### src/rtl/sound_mix.sv
// sound_mix: mixes YM2151 stereo with the Z80 sample DAC using per-source gain,
// saturation and an optional one-pole low-pass, emitting one stereo sample per tick.
module sound_mix #(
  parameter int SAMPLE_DIV     = 667,
  parameter int LPF_SHIFT      = 2,
  parameter int DAC_IDLE_TICKS = 4800
) (
  input  logic        CLK_32M,
  input  logic        RESET,
  input  logic [15:0] FM_L,
  input  logic [15:0] FM_R,
  input  logic        FM_CE,
  input  logic        DAC_WR,
  input  logic [7:0]  DAC_DIN,
  input  logic [3:0]  FM_VOL,
  input  logic [3:0]  DAC_VOL,
  output logic [15:0] AUDIO_L,
  output logic [15:0] AUDIO_R,
  output logic        SAMPLE_STB
);

  localparam int DIV_W  = (SAMPLE_DIV > 2) ? $clog2(SAMPLE_DIV) : 1;
  localparam int IDLE_W = (DAC_IDLE_TICKS > 0) ? $clog2(DAC_IDLE_TICKS + 1) : 1;
  localparam logic [DIV_W-1:0]  DIV_LAST = DIV_W'(SAMPLE_DIV - 1);
  localparam logic [IDLE_W-1:0] IDLE_MAX = IDLE_W'(DAC_IDLE_TICKS);
  localparam logic [7:0]        DAC_MID  = 8'h80;

  typedef enum logic [2:0] {
    ST_IDLE = 3'd0,
    ST_LF   = 3'd1,
    ST_LD   = 3'd2,
    ST_RF   = 3'd3,
    ST_RD   = 3'd4,
    ST_SAT  = 3'd5,
    ST_OUT  = 3'd6
  } state_t;

  function automatic logic [15:0] sat16(input logic signed [21:0] v);
    logic [15:0] r;
    if (v > 22'sd32767) begin
      r = 16'h7FFF;
    end else if (v < -22'sd32768) begin
      r = 16'h8000;
    end else begin
      r = v[15:0];
    end
    return r;
  endfunction

  // One-pole low-pass step; the result stays between x and y so no clipping is needed.
  function automatic logic [15:0] lpf16(input logic [15:0] x, input logic [15:0] y);
    logic signed [17:0] xs;
    logic signed [17:0] ys;
    logic signed [17:0] diff;
    logic signed [17:0] yn;
    xs   = 18'(signed'(x));
    ys   = 18'(signed'(y));
    diff = xs - ys;
    yn   = ys + (diff >>> LPF_SHIFT);
    return yn[15:0];
  endfunction

  logic [DIV_W-1:0]  div_q, div_d;
  logic [IDLE_W-1:0] idle_q, idle_d;
  logic [15:0]       fm_l_hold_q, fm_l_hold_d, fm_r_hold_q, fm_r_hold_d;
  logic [7:0]        dac_q, dac_d;
  logic [15:0]       snap_fm_l_q, snap_fm_l_d, snap_fm_r_q, snap_fm_r_d;
  logic [7:0]        snap_dac_q, snap_dac_d;
  logic [3:0]        snap_fm_vol_q, snap_fm_vol_d, snap_dac_vol_q, snap_dac_vol_d;
  state_t            state_q, state_d;
  logic signed [21:0] acc_l_q, acc_l_d, acc_r_q, acc_r_d;
  logic [15:0]       audio_l_q, audio_l_d, audio_r_q, audio_r_d;
  logic              stb_q, stb_d;

  logic              tick_s;
  logic              load_s;
  logic signed [15:0] dac_val_s;
  logic signed [15:0] mul_a_s;
  logic signed [4:0]  mul_b_s;
  logic signed [20:0] prod_s;

  // Sample-rate divider, FM hold registers, DAC register with idle decay, snapshot.
  always_comb begin
    tick_s      = (div_q == DIV_LAST);
    load_s      = tick_s && (state_q == ST_IDLE);
    div_d       = tick_s ? '0 : div_q + DIV_W'(1);
    fm_l_hold_d = FM_CE ? FM_L : fm_l_hold_q;
    fm_r_hold_d = FM_CE ? FM_R : fm_r_hold_q;
    dac_d       = dac_q;
    idle_d      = idle_q;
    // A write in the same cycle as a tick overrides both the decay step and the idle increment.
    if (DAC_WR) begin
      dac_d  = DAC_DIN;
      idle_d = '0;
    end else if (tick_s) begin
      if (idle_q == IDLE_MAX) begin
        if (dac_q > DAC_MID) begin
          dac_d = dac_q - 8'd1;
        end else if (dac_q < DAC_MID) begin
          dac_d = dac_q + 8'd1;
        end else begin
          dac_d = dac_q;
        end
      end else begin
        idle_d = idle_q + IDLE_W'(1);
      end
    end else begin
      dac_d  = dac_q;
      idle_d = idle_q;
    end
    if (load_s) begin
      snap_fm_l_d    = fm_l_hold_q;
      snap_fm_r_d    = fm_r_hold_q;
      snap_dac_d     = dac_q;
      snap_fm_vol_d  = FM_VOL;
      snap_dac_vol_d = DAC_VOL;
    end else begin
      snap_fm_l_d    = snap_fm_l_q;
      snap_fm_r_d    = snap_fm_r_q;
      snap_dac_d     = snap_dac_q;
      snap_fm_vol_d  = snap_fm_vol_q;
      snap_dac_vol_d = snap_dac_vol_q;
    end
  end

  // Sequencer next state: one multiply per state, then saturate and present.
  always_comb begin
    state_d = state_q;
    case (state_q)
      ST_IDLE: state_d = load_s ? ST_LF : ST_IDLE;
      ST_LF:   state_d = ST_LD;
      ST_LD:   state_d = ST_RF;
      ST_RF:   state_d = ST_RD;
      ST_RD:   state_d = ST_SAT;
      ST_SAT:  state_d = ST_OUT;
      ST_OUT:  state_d = ST_IDLE;
      default: state_d = ST_IDLE;
    endcase
  end

  // Shared multiplier, accumulators, and the saturate/filter/output stage.
  always_comb begin
    dac_val_s = signed'({~snap_dac_q[7], snap_dac_q[6:0], 8'h00});
    mul_a_s   = 16'sd0;
    mul_b_s   = 5'sd0;
    case (state_q)
      ST_LF: begin
        mul_a_s = signed'(snap_fm_l_q);
        mul_b_s = signed'({1'b0, snap_fm_vol_q});
      end
      ST_RF: begin
        mul_a_s = signed'(snap_fm_r_q);
        mul_b_s = signed'({1'b0, snap_fm_vol_q});
      end
      ST_LD, ST_RD: begin
        mul_a_s = dac_val_s;
        mul_b_s = signed'({1'b0, snap_dac_vol_q});
      end
      default: begin
        mul_a_s = 16'sd0;
        mul_b_s = 5'sd0;
      end
    endcase
    prod_s  = 21'(mul_a_s) * 21'(mul_b_s);
    acc_l_d = acc_l_q;
    acc_r_d = acc_r_q;
    case (state_q)
      ST_LF:   acc_l_d = 22'(prod_s);
      ST_LD:   acc_l_d = acc_l_q + 22'(prod_s);
      ST_RF:   acc_r_d = 22'(prod_s);
      ST_RD:   acc_r_d = acc_r_q + 22'(prod_s);
      default: begin
        acc_l_d = acc_l_q;
        acc_r_d = acc_r_q;
      end
    endcase
    // The output registers double as the filter state, loaded as the FSM enters OUT.
    if (state_q == ST_SAT) begin
      audio_l_d = lpf16(sat16(acc_l_q >>> 3), audio_l_q);
      audio_r_d = lpf16(sat16(acc_r_q >>> 3), audio_r_q);
      stb_d     = 1'b1;
    end else begin
      audio_l_d = audio_l_q;
      audio_r_d = audio_r_q;
      stb_d     = 1'b0;
    end
  end

  // State and datapath registers.
  always_ff @(posedge CLK_32M or posedge RESET) begin
    if (RESET) begin
      div_q          <= '0;
      idle_q         <= '0;
      fm_l_hold_q    <= 16'h0000;
      fm_r_hold_q    <= 16'h0000;
      dac_q          <= DAC_MID;
      snap_fm_l_q    <= 16'h0000;
      snap_fm_r_q    <= 16'h0000;
      snap_dac_q     <= DAC_MID;
      snap_fm_vol_q  <= 4'h0;
      snap_dac_vol_q <= 4'h0;
      state_q        <= ST_IDLE;
      acc_l_q        <= 22'sd0;
      acc_r_q        <= 22'sd0;
      audio_l_q      <= 16'h0000;
      audio_r_q      <= 16'h0000;
      stb_q          <= 1'b0;
    end else begin
      div_q          <= div_d;
      idle_q         <= idle_d;
      fm_l_hold_q    <= fm_l_hold_d;
      fm_r_hold_q    <= fm_r_hold_d;
      dac_q          <= dac_d;
      snap_fm_l_q    <= snap_fm_l_d;
      snap_fm_r_q    <= snap_fm_r_d;
      snap_dac_q     <= snap_dac_d;
      snap_fm_vol_q  <= snap_fm_vol_d;
      snap_dac_vol_q <= snap_dac_vol_d;
      state_q        <= state_d;
      acc_l_q        <= acc_l_d;
      acc_r_q        <= acc_r_d;
      audio_l_q      <= audio_l_d;
      audio_r_q      <= audio_r_d;
      stb_q          <= stb_d;
    end
  end

  assign AUDIO_L    = audio_l_q;
  assign AUDIO_R    = audio_r_q;
  assign SAMPLE_STB = stb_q;

endmodule

### config.mk
export PLATFORM = sky130hd
export DESIGN_NAME = sound_mix
export DESIGN_NICKNAME = d
export VERILOG_FILES = /design/src/rtl/sound_mix.sv
export SDC_FILE = /design/constraint.sdc
export NUM_CORES = 1
export LEC_CHECK = 0
export BUFFER_PORTS_ARGS = -buffer_cell sky130_fd_sc_hd__buf_2
export CORE_UTILIZATION = 44
export DETAILED_ROUTE_END_ITERATION = 6
export PLACE_DENSITY = 0.74
export RECOVER_POWER = 50
export SLEW_MARGIN = 5
export SYNTH_ARGS = -nofsm -noshare
export SYNTH_HDL_FRONTEND = slang
export SYNTH_SLANG_ARGS = --single-unit
### constraint.sdc
create_clock -name CLK_32M -period 6.5 [get_ports CLK_32M]
set_input_delay 1.625 -clock CLK_32M [delete_from_list [all_inputs] [get_ports CLK_32M]]
set_output_delay 1.625 -clock CLK_32M [all_outputs]
set_load 0.03 [all_outputs]
* Word-level counts from Yosys, hierarchy flattened *
Index checks and enable logic that the tools add are counted.

storage, ports and cells
  logic and storage cells = 75
  register bits = 191
  output and inout bits = 33
  RAM bits = 0
  bits of input ports = 52
  memories kept = 0
  memory bits (read-only) = 0
  latch bits = 0

cells by class
  multipliers = 1
  equal/unequal tests = 8
  shift operators = 0
  muxes and demuxes = 22
  div/mod/pow operators = 0
  bitwise logic cells = 1
  $add $sub $neg = 10
  order comparisons = 6
  reductions and logical operators = 11

operator list
  cell                     count
  $mux W16                 6
  $pmux W22 S2             2
  $pmux W16 S3             1
  $add A22 B21 Y22         2
  $mux W8                  5
  $mux W13                 3
  $gt A19 B16 Y1 const B   2
  $lt A19 B16 Y1 const B   2
  $sub A16 B16 Y17         2
  $add A16 B15 Y16         2
  $mul A16 B5 Y21          1
  $pmux W3 S6              1
  $add A13 B1 Y13 const B  1
  $eq A13 B13 Y1 const B   1
  $add A10 B1 Y10 const B  1
  $eq A10 B10 Y1 const B   1
  $mux W10                 1
  $add A8 B1 Y8 const B    1
  $gt A8 B8 Y1 const B     1
  $lt A8 B8 Y1 const B     1
  $pmux W4 S2              1
  $reduce_bool A2 Y1       4
  $sub A8 B1 Y8 const B    1
  $eq A3 B2 Y1 const B     2
  other kinds (11)         14

* Depth between registers and ports, before layout *
Gate-level depths: netlist of run 1.

  depth in word-level cells = 6
  mapped depth = 32
  depth with buffers taken out = 30

* Worst setup path after synthesis of run 1 *
Ideal clock, no wire load.

  path type = flip-flop to flip-flop
  from = reg state_q[2]
  to = reg acc_r_q[21]
  path buffers = 3
  library setup time = 0.120 ns
  period minus slack after synthesis = 6.759 ns
  path slack = -0.259 ns
  data required time = 6.380 ns
  cell stages (with the launch flop) = 33
  arrival time = 6.639 ns
  cells stage by stage = dfrtp_1 -> buf_2 -> xor2_1 -> nor2b_1 -> buf_2 -> a22oi_1 -> clkbuf_1 -> nor2_1 -> ha_1 -> fa_1 -> inv_1 -> fa_1 -> inv_1 -> ha_1 -> o21ai_0 -> nand2b_1 -> a21boi_0 -> a21boi_0 -> a31oi_1 -> o21bai_1 -> a21oi_1 -> xnor2_1 -> ha_1 -> a21o_1 -> a21o_1 -> a21o_1 -> a21oi_1 -> o21ai_0 -> a31oi_1 -> o21ai_0 -> nand2b_1 -> a21o_1 -> o211a_1

on the way
  cells in the longest elaborated chain, start to end = 6
  elaborated cells between the ends (all ways) = 12
  those cells by class = 1 x add/sub; 1 x mul; 4 x eq/ne; 3 x mux; 3 x reduce/logical

ends and longest elaborated chain
  what                                                line      RTL
  from (decl)                                         70        state_t state_q, state_d;
  from (signal assigned)                              219       state_q <= state_d;
  $eq A3 B3 Y1 (tied with other cells)                146, 167
  $reduce_or A2 Y1 (on tied branches)                 n/a
  $pmux W16 S3 / $pmux W4 S2 (equally long branches)  146       case (state_q)
  $mul A16 B5 Y21                                     164       prod_s = 21'(mul_a_s) * 21'(mul_b_s);
  $add A22 B21 Y22                                    171       ST_RD: acc_r_d = acc_r_q + 22'(prod_s);
  $pmux W22 S2                                        167       case (state_q)
  to (signal assigned)                                221       acc_r_q <= acc_r_d;
  to (decl)                                           71        logic signed [21:0] acc_l_q, acc_l_d, acc_r_q, acc_r_d;

Several ways; a longest one is shown, not always the timed one.
A chain may end at the register's enable or synchronous reset.

* Worst setup path in the final report of run 1 *
  from = reg state_q[0]
  to = reg acc_l_q[20]

on the way
  cells in the longest elaborated chain, start to end = 6
  elaborated cells between the ends (all ways) = 12
  those cells by class = 1 x add/sub; 1 x mul; 4 x eq/ne; 3 x mux; 3 x reduce/logical

ends and longest elaborated chain
  what                                                line  RTL
  $eq A3 B3 Y1 (tied with other cells)                146
  $reduce_or A2 Y1 (on tied branches)                 n/a
  $pmux W16 S3 / $pmux W4 S2 (equally long branches)  146
  $mul A16 B5 Y21                                     164
  $add A22 B21 Y22                                    169   ST_LD: acc_l_d = acc_l_q + 22'(prod_s);
  $pmux W22 S2                                        167
  to (signal assigned)                                220   acc_l_q <= acc_l_d;
  to (decl)                                           71

Several ways; a longest one is shown, not always the timed one.

==> metrics.txt, run 1 <==
number of synthesized register bits around 190; warnings from Yosys 0; Detailed Place HPWL ~27000 um; minimum clock period after layout 6.26 ns; count of fill cells added during filler insertion between 2000 and 3000; arrival time reported for the critical path endpoint 6.57 ns; clock buffers created by TritonCTS 17; detailed-route DRC error count 0; vertical extent of the die ~190 um; TritonRoute pass-1 iters 6; measured slew at the worst slew-check pin ~2.2 ns; failing checks capacitance limit, slew limit; type of the worst setup path flip-flop to flip-flop; Fin. Hold Viols 0; Post-CTS Hold Fix Bufs 0; combined global-route utilization of all metal layers 21.4%; Most common cell on crit path buf_4; element type at the critical path end flip-flop; startpoint type of the worst setup path flip-flop; area enclosed by the die boundary about 35000 sq um; final setup violating endpoints 0; standard cell with the maximum stage delay on the critical path fa_1; prevailing post-synth register cell dfrtp_1; Post-layout nets 1983; Cell Area, Synth roughly 15000 sq um; mean instance size in the synthesized netlist slightly above 9 sq um; MaxCap Viol Count 2; clk root buf clkbuf_16; final core utilization between 50% and 60%; result of the run complete, but fails checks; number of cells after detailed placement around 2200; max-slew headroom at the worst pin -47.5%; antenna violations before repair 0; post-route fraction of the period consumed by the critical path between 90% and 100%; DR vias about 12000; number of slew-limit violations in the final report 86; Static Leak around 8.8 nW; data required time at the worst endpoint 6.81 ns; count of boundary I/O pins 85; post-route ant nets 0; sequential cell area fraction in the yosys report between 30 and 40%; Port Buffer Count 84; fmax 0.160 GHz; GPL Wtd Cong 0.949; clock skew between 0.015 and 0.02 ns; number of enable-type register cells in the synthesized netlist 0; share of total power in the clock network between 40% and 50%; Internal Pwr Total around 0.0018 W; TritonCTS clock tree built; part of the total power dissipated in sequential elements between 50 and 60%; Async SR Flop Fraction 100%; number of nets produced by synthesis 1856; final routed wire length divided by cell count 16.5 um; largest stage delay on the critical path 0.54 ns; gr ovfl total 0; # rows 67; net load switching power roughly 0.0006 W; violation count after the first detailed-route iteration between 600 and 700; clock sink count between 150 and 200; synthesized instance count 1608; area of the core approximately 33000 sq um; wire length of the first global-routing pass between 50000 and 60000 um; largest net degree at the start of global routing roughly 190; layout cell share with drive strength beyond 1 between 10% and 20%; number of global-route vias before repair ~12000; Cell variety after synth 70; clock transition at the registers of the reported paths 0.08 ns; largest vdd supply drop ~0.34 mV; horizontal extent of the die about 190 um; total routed wirelength between 30000 and 40000 um; maximum root-to-sink buffer count 2; Via-to-Cell Ratio 5.53; area delta synth->final 14.7%; Switching Fraction 25.3%; Logic pwr share 4.8%; Clock Latency Late Sink approximately 0.46 ns; Antenna Cells 0; effective utilization at floorplan about 45%; total negative setup slack 0 ns; total power divided by cell area approximately 140 nW/um^2; # H-tree levels 4; non-filler cells, final about 2200; Max FO, Critical Path 10; Min-Delay Path Class flip-flop to flip-flop
-- critical path, delay by kind of cell, from the launching register on --
family	cells	cell delay (ns)
adder cells (fa/ha/maj)	5	1.92
AO/OA/AOI/OAI	9	1.78
AND/OR/NAND/NOR	5	1.02
buffers and inverters	6	0.72
flip-flops	1	0.38
XOR/XNOR	2	0.31
-- power groups by stage --
stage / clock network, W / logic, W / registers, W
after floorplan: 0 / 0.0000803 / 0.00125
after detailed placement: 0 / 0.000115 / 0.00126
after global routing: 0.00109 / 0.000131 / 0.00124
final: 0.00103 / 0.000114 / 0.00123
after CTS: 0.00105 / 0.000116 / 0.00123
after global placement: 0 / 0.000110 / 0.00126
-- final timing paths --
| check | start | to | slack (ns) | cells past startpoint |
|---|---|---|---|---|
| setup / recovery | state_q[0] | acc_l_q[20] | 0.24 | 27 |
| hold / removal | fm_l_hold_q[11] | fm_l_hold_q[11] | 0.50 | 1 |
| setup reg to reg | state_q[0] | acc_l_q[20] | 0.24 | 27 |
| hold reg to reg | fm_l_hold_q[11] | fm_l_hold_q[11] | 0.50 | 1 |
| max in group asynchronous | RESET | state_q[2] | 4.24 | 3 |
| min in group asynchronous | RESET | acc_l_q[4] | 1.47 | 3 |
-- synth_stat cells (14+ instances only) --
cell type	number	area (sq um)
clkbuf_1	32	120
inv_1	126	473
dfrtp_1	189	4730
xnor2_1	69	604
nand2_1	112	420
a22oi_1	27	203
a21oi_1	104	521
nand2b_1	17	106
nor2b_1	20	125
a21o_1	73	548
xor2_1	57	499
nand3_1	29	145
nor3_1	23	115
fa_1	38	761
nor2_1	151	567
ha_1	158	1980
o21bai_1	20	150
or2_2	14	87.6
mux2_2	82	923
o21ai_0	89	445
-- cells by family (layout without fill, tap and decap cells) --
kind of cell / count (synthesis) / in the layout / synth area share, %
AOI/OAI and AO/OA: 416 / 416 / 18.2
and+or+nand+nor: 411 / 412 / 12.6
adders and majority gates: 196 / 196 / 18.3
DFF: 191 / 191 / 32.0
buffers and inverters: 173 / 312 / 4.37
xor gates and xnor gates: 126 / 126 / 7.39
muxes: 95 / 95 / 7.05
-- metrics by stage --
step	power, W	setup slack [ns]	area, sq um	hold slack, ns
5_1_grt	0.00246	-0.0566	17100	0.518
3_3_place_gp	0.00137	0.0985	16300	0.486
6_report	0.00238	0.242	17100	0.503
2_1_floorplan	0.00133	0.0151	15000	0.450
4_1_cts	0.00240	0.000330	16800	0.508
3_5_place_dp	0.00137	-0.0791	16300	0.492
-- what timing repair did --
action | CTS | global route
buffers inserted | 1 | 4
gates cloned | 0 | 1
setup endpoints to repair | 3 | 12
pin swaps | 1 | 15
gates resized for setup | 2 | 61
-- sequential cells by signal, summed over array words and instances (netlist names) --
| signal | flops |
|---|---|
| acc_l_q | 22 |
| acc_r_q | 22 |
| AUDIO_L | 16 |
| AUDIO_R | 16 |
| fm_l_hold_q | 16 |
| fm_r_hold_q | 16 |
| snap_fm_l_q | 16 |
| snap_fm_r_q | 16 |
| idle_q | 13 |
| div_q | 10 |
| dac_q | 8 |
| snap_dac_q | 8 |
| snap_dac_vol_q | 4 |
| snap_fm_vol_q | 4 |
| state_q | 3 |
| SAMPLE_STB | 1 |
-- cell usage in the layout, fill, tap and decap left out, drive strengths merged, types with 69 or more instances in the layout --
cell type,n
buf,151
o21ai,90
inv,131
xnor2,69
dfrtp,189
mux2,82
nand2,112
a21oi,105
a21o,73
ha,158
nor2,152
-- routing by layer --
metal | up-vias | global-route usage [%] | part of all wire, %
li1 | 5913 | - | -
met1 | 5851 | 26.8 | 44
met2 | 305 | 37.3 | 49
met3 | 77 | 3.35 | 4.1
met4 | 0 | 7.54 | 2.8
met5 | - | 0 | 0
-- cell type report --
cell class | instances | area [sq um] | area share [%]
clock buffer | 19 | 433 | 2.53
clock inverter | 13 | 125 | 0.731
inverter | 127 | 478 | 2.79
multi-input combinational | 1245 | 9790 | 57.2
sequential | 191 | 4780 | 27.9
tap | 448 | 561 | 3.27
timing repair buffer | 153 | 950 | 5.55
Power figures use the tool's default switching activity.
==> run 2: changes to the inputs <==
- CELL_PAD_IN_SITES_DETAIL_PLACEMENT: unset -> 0
- CELL_PAD_IN_SITES_GLOBAL_PLACEMENT: unset -> 1
- PLACE_DENSITY: 0.74 -> 0.89
==> metrics.txt, run 2 (synthesis gave the netlist of run 1 again) <==
effective utilization at floorplan around 45%; maximum root-to-sink buffer count 2; total routed wirelength ~36000 um; final setup violating endpoints 0; measured slew at the worst slew-check pin between 0.9 and 1 ns; MaxCap Viol Count 0; standard cell with the maximum stage delay on the critical path fa_1; Min-Delay Path Class flip-flop to flip-flop; area enclosed by the die boundary around 35000 sq um; total routed wire length on the met1 layer about 16000 um; clock transition at the registers of the reported paths 0.08 ns; worst hold path depth 1; area delta synth->final 17.3%; Clock Latency Late Sink around 0.46 ns; GPL Wtd Cong around 0.94; clk root buf clkbuf_16; data required time at the worst endpoint just under 7 ns; result of the run completed; final design area excluding fillers 17500 sq um; element type at the critical path end flip-flop; violation count after the first detailed-route iteration just over 600; area of the core between 30000 and 40000 sq um; post-route ant nets 0; total power divided by cell area 141 nW/um^2; # rows 67; met2 layer wire length in the routed design roughly 18000 um; horizontal extent of the die 186 um; type of the worst setup path flip-flop to flip-flop; antenna violations before repair 0; fmax 0.158 GHz; largest net degree at the start of global routing between 100 and 150; Static Leak 9.03 nW; clock sink count 191; clock buffers created by TritonCTS 17; wire length of the first global-routing pass 59100 um; max-slew headroom at the worst pin between 30 and 40%; DR vias between 10000 and 15000; minimum clock period after layout 6.33 ns; arrival time reported for the critical path endpoint 6.65 ns; TritonRoute pass-1 iters 5; Port Buffer Count between 80 and 90; Detailed Place HPWL 27400 um; vertical extent of the die 186 um; unrepaired setup endpoints after global routing true; Fin. Hold Viols 0; highest metal layer used by the detailed router met4; number of cells after detailed placement around 2200; largest registers acc_l_q: 22 flops, acc_r_q: 22 flops; largest vdd supply drop 0.204 mV; Max FO, Critical Path 8; most frequent cells in the layout dfrtp_1 (188), nor2_1 (150), ha_1 (147); Antenna Cells 0; routed wire length on met3 1540 um; post-route fraction of the period consumed by the critical path between 90% and 100%; gr ovfl total 0; cell count of the worst reg-to-reg path 27; clock skew between 0.015 and 0.02 ns; final routed wire length divided by cell count approximately 16 um; layout cell share with drive strength beyond 1 21.5%; number of global-route vias before repair between 10000 and 15000; placed standard-cell area roughly 16000 sq um; startpoint type of the worst setup path flip-flop; count of fill cells added during filler insertion just over 3000; Via-to-Cell Ratio around 5.5; Post-layout nets 2011; commonest non-fill, non-tap cell in the layout dfrtp_1; number of slew-limit violations in the final report 0; detailed-route DRC error count 0; largest stage delay on the critical path 0.53 ns; count of boundary I/O pins 85; TritonCTS clock tree built; # H-tree levels 4; non-filler cells, final 2224; combined global-route utilization of all metal layers about a fifth
==> run 2: repair_timing <==
item | in CTS | in global routing
setup buffers | 3 | 8
hold buffers | 0 | 0
setup endpoints to repair | 4 | 9
resized for setup | 5 | 68
pin swaps | 2 | 34
==> run 2: layout make-up <==
type                            instances  area [sq um]  share of cell area [%]
Clock buffer                           17           425                    2.43
Clock inverter                         15           210                    1.20
Inverter                              127           480                    2.74
Multi-Input combinational cell       1244          9880                    56.4
Sequential cell                       191          4780                    27.3
Tap cell                              448           561                    3.20
Timing Repair Buffer                  182          1180                    6.76
==> run 2: stage by stage <==
stage	setup TNS, ns	power, W	setup WS, ns	hold WS, ns	utilization, %
floorplan	0	0.00133	0.0151	0.450	-
global placement	0	0.00137	0.124	0.463	49.1
detailed placement	-0.231	0.00137	-0.132	0.472	49.1
CTS	0	0.00250	0.00926	0.491	51.1
global route	-0.186	0.00256	-0.0791	0.521	52.4
finish	0	0.00248	0.166	0.500	52.4
==> run 2: layer usage <==
metal,up-vias,GRT usage [%]
li1,5981,-
met1,5959,26.4
met2,285,38.9
met3,40,3.00
met4,0,5.28
met5,-,0
==> run 2: final timing paths <==
| kind | endpoint | slack, ns | start |
|---|---|---|---|
| worst max-delay path | acc_l_q[20] | 0.17 | state_q[0] |
| worst min-delay path | div_q[0] | 0.50 | div_q[0] |
| worst max register to register | acc_l_q[20] | 0.17 | state_q[0] |
| worst min register to register | div_q[0] | 0.50 | div_q[0] |
| max in group asynchronous | AUDIO_R[10] | 4.02 | RESET |
| min in group asynchronous | div_q[5] | 1.34 | RESET |
==> run 2: power breakdown <==
group | leakage [nW] | total [W] | internal, W | switching, W
logic | 6.18 | 0.000114 | 0.0000517 | 0.0000625
registers | 2.54 | 0.00123 | 0.00121 | 0.0000180
clock network | 0.307 | 0.00113 | 0.000564 | 0.000567
==> run 2: worst max-delay path, delay by kind of cell, from the launching register on <==
kind                       cells  cell delay, ns
xor gates and xnor gates       2            0.39
buffers and inverters          5            0.58
DFF                            1            0.43
adders and majority gates      5            1.98
and+or+nand+nor                4            0.74
AOI/OAI and AO/OA             11            2.06
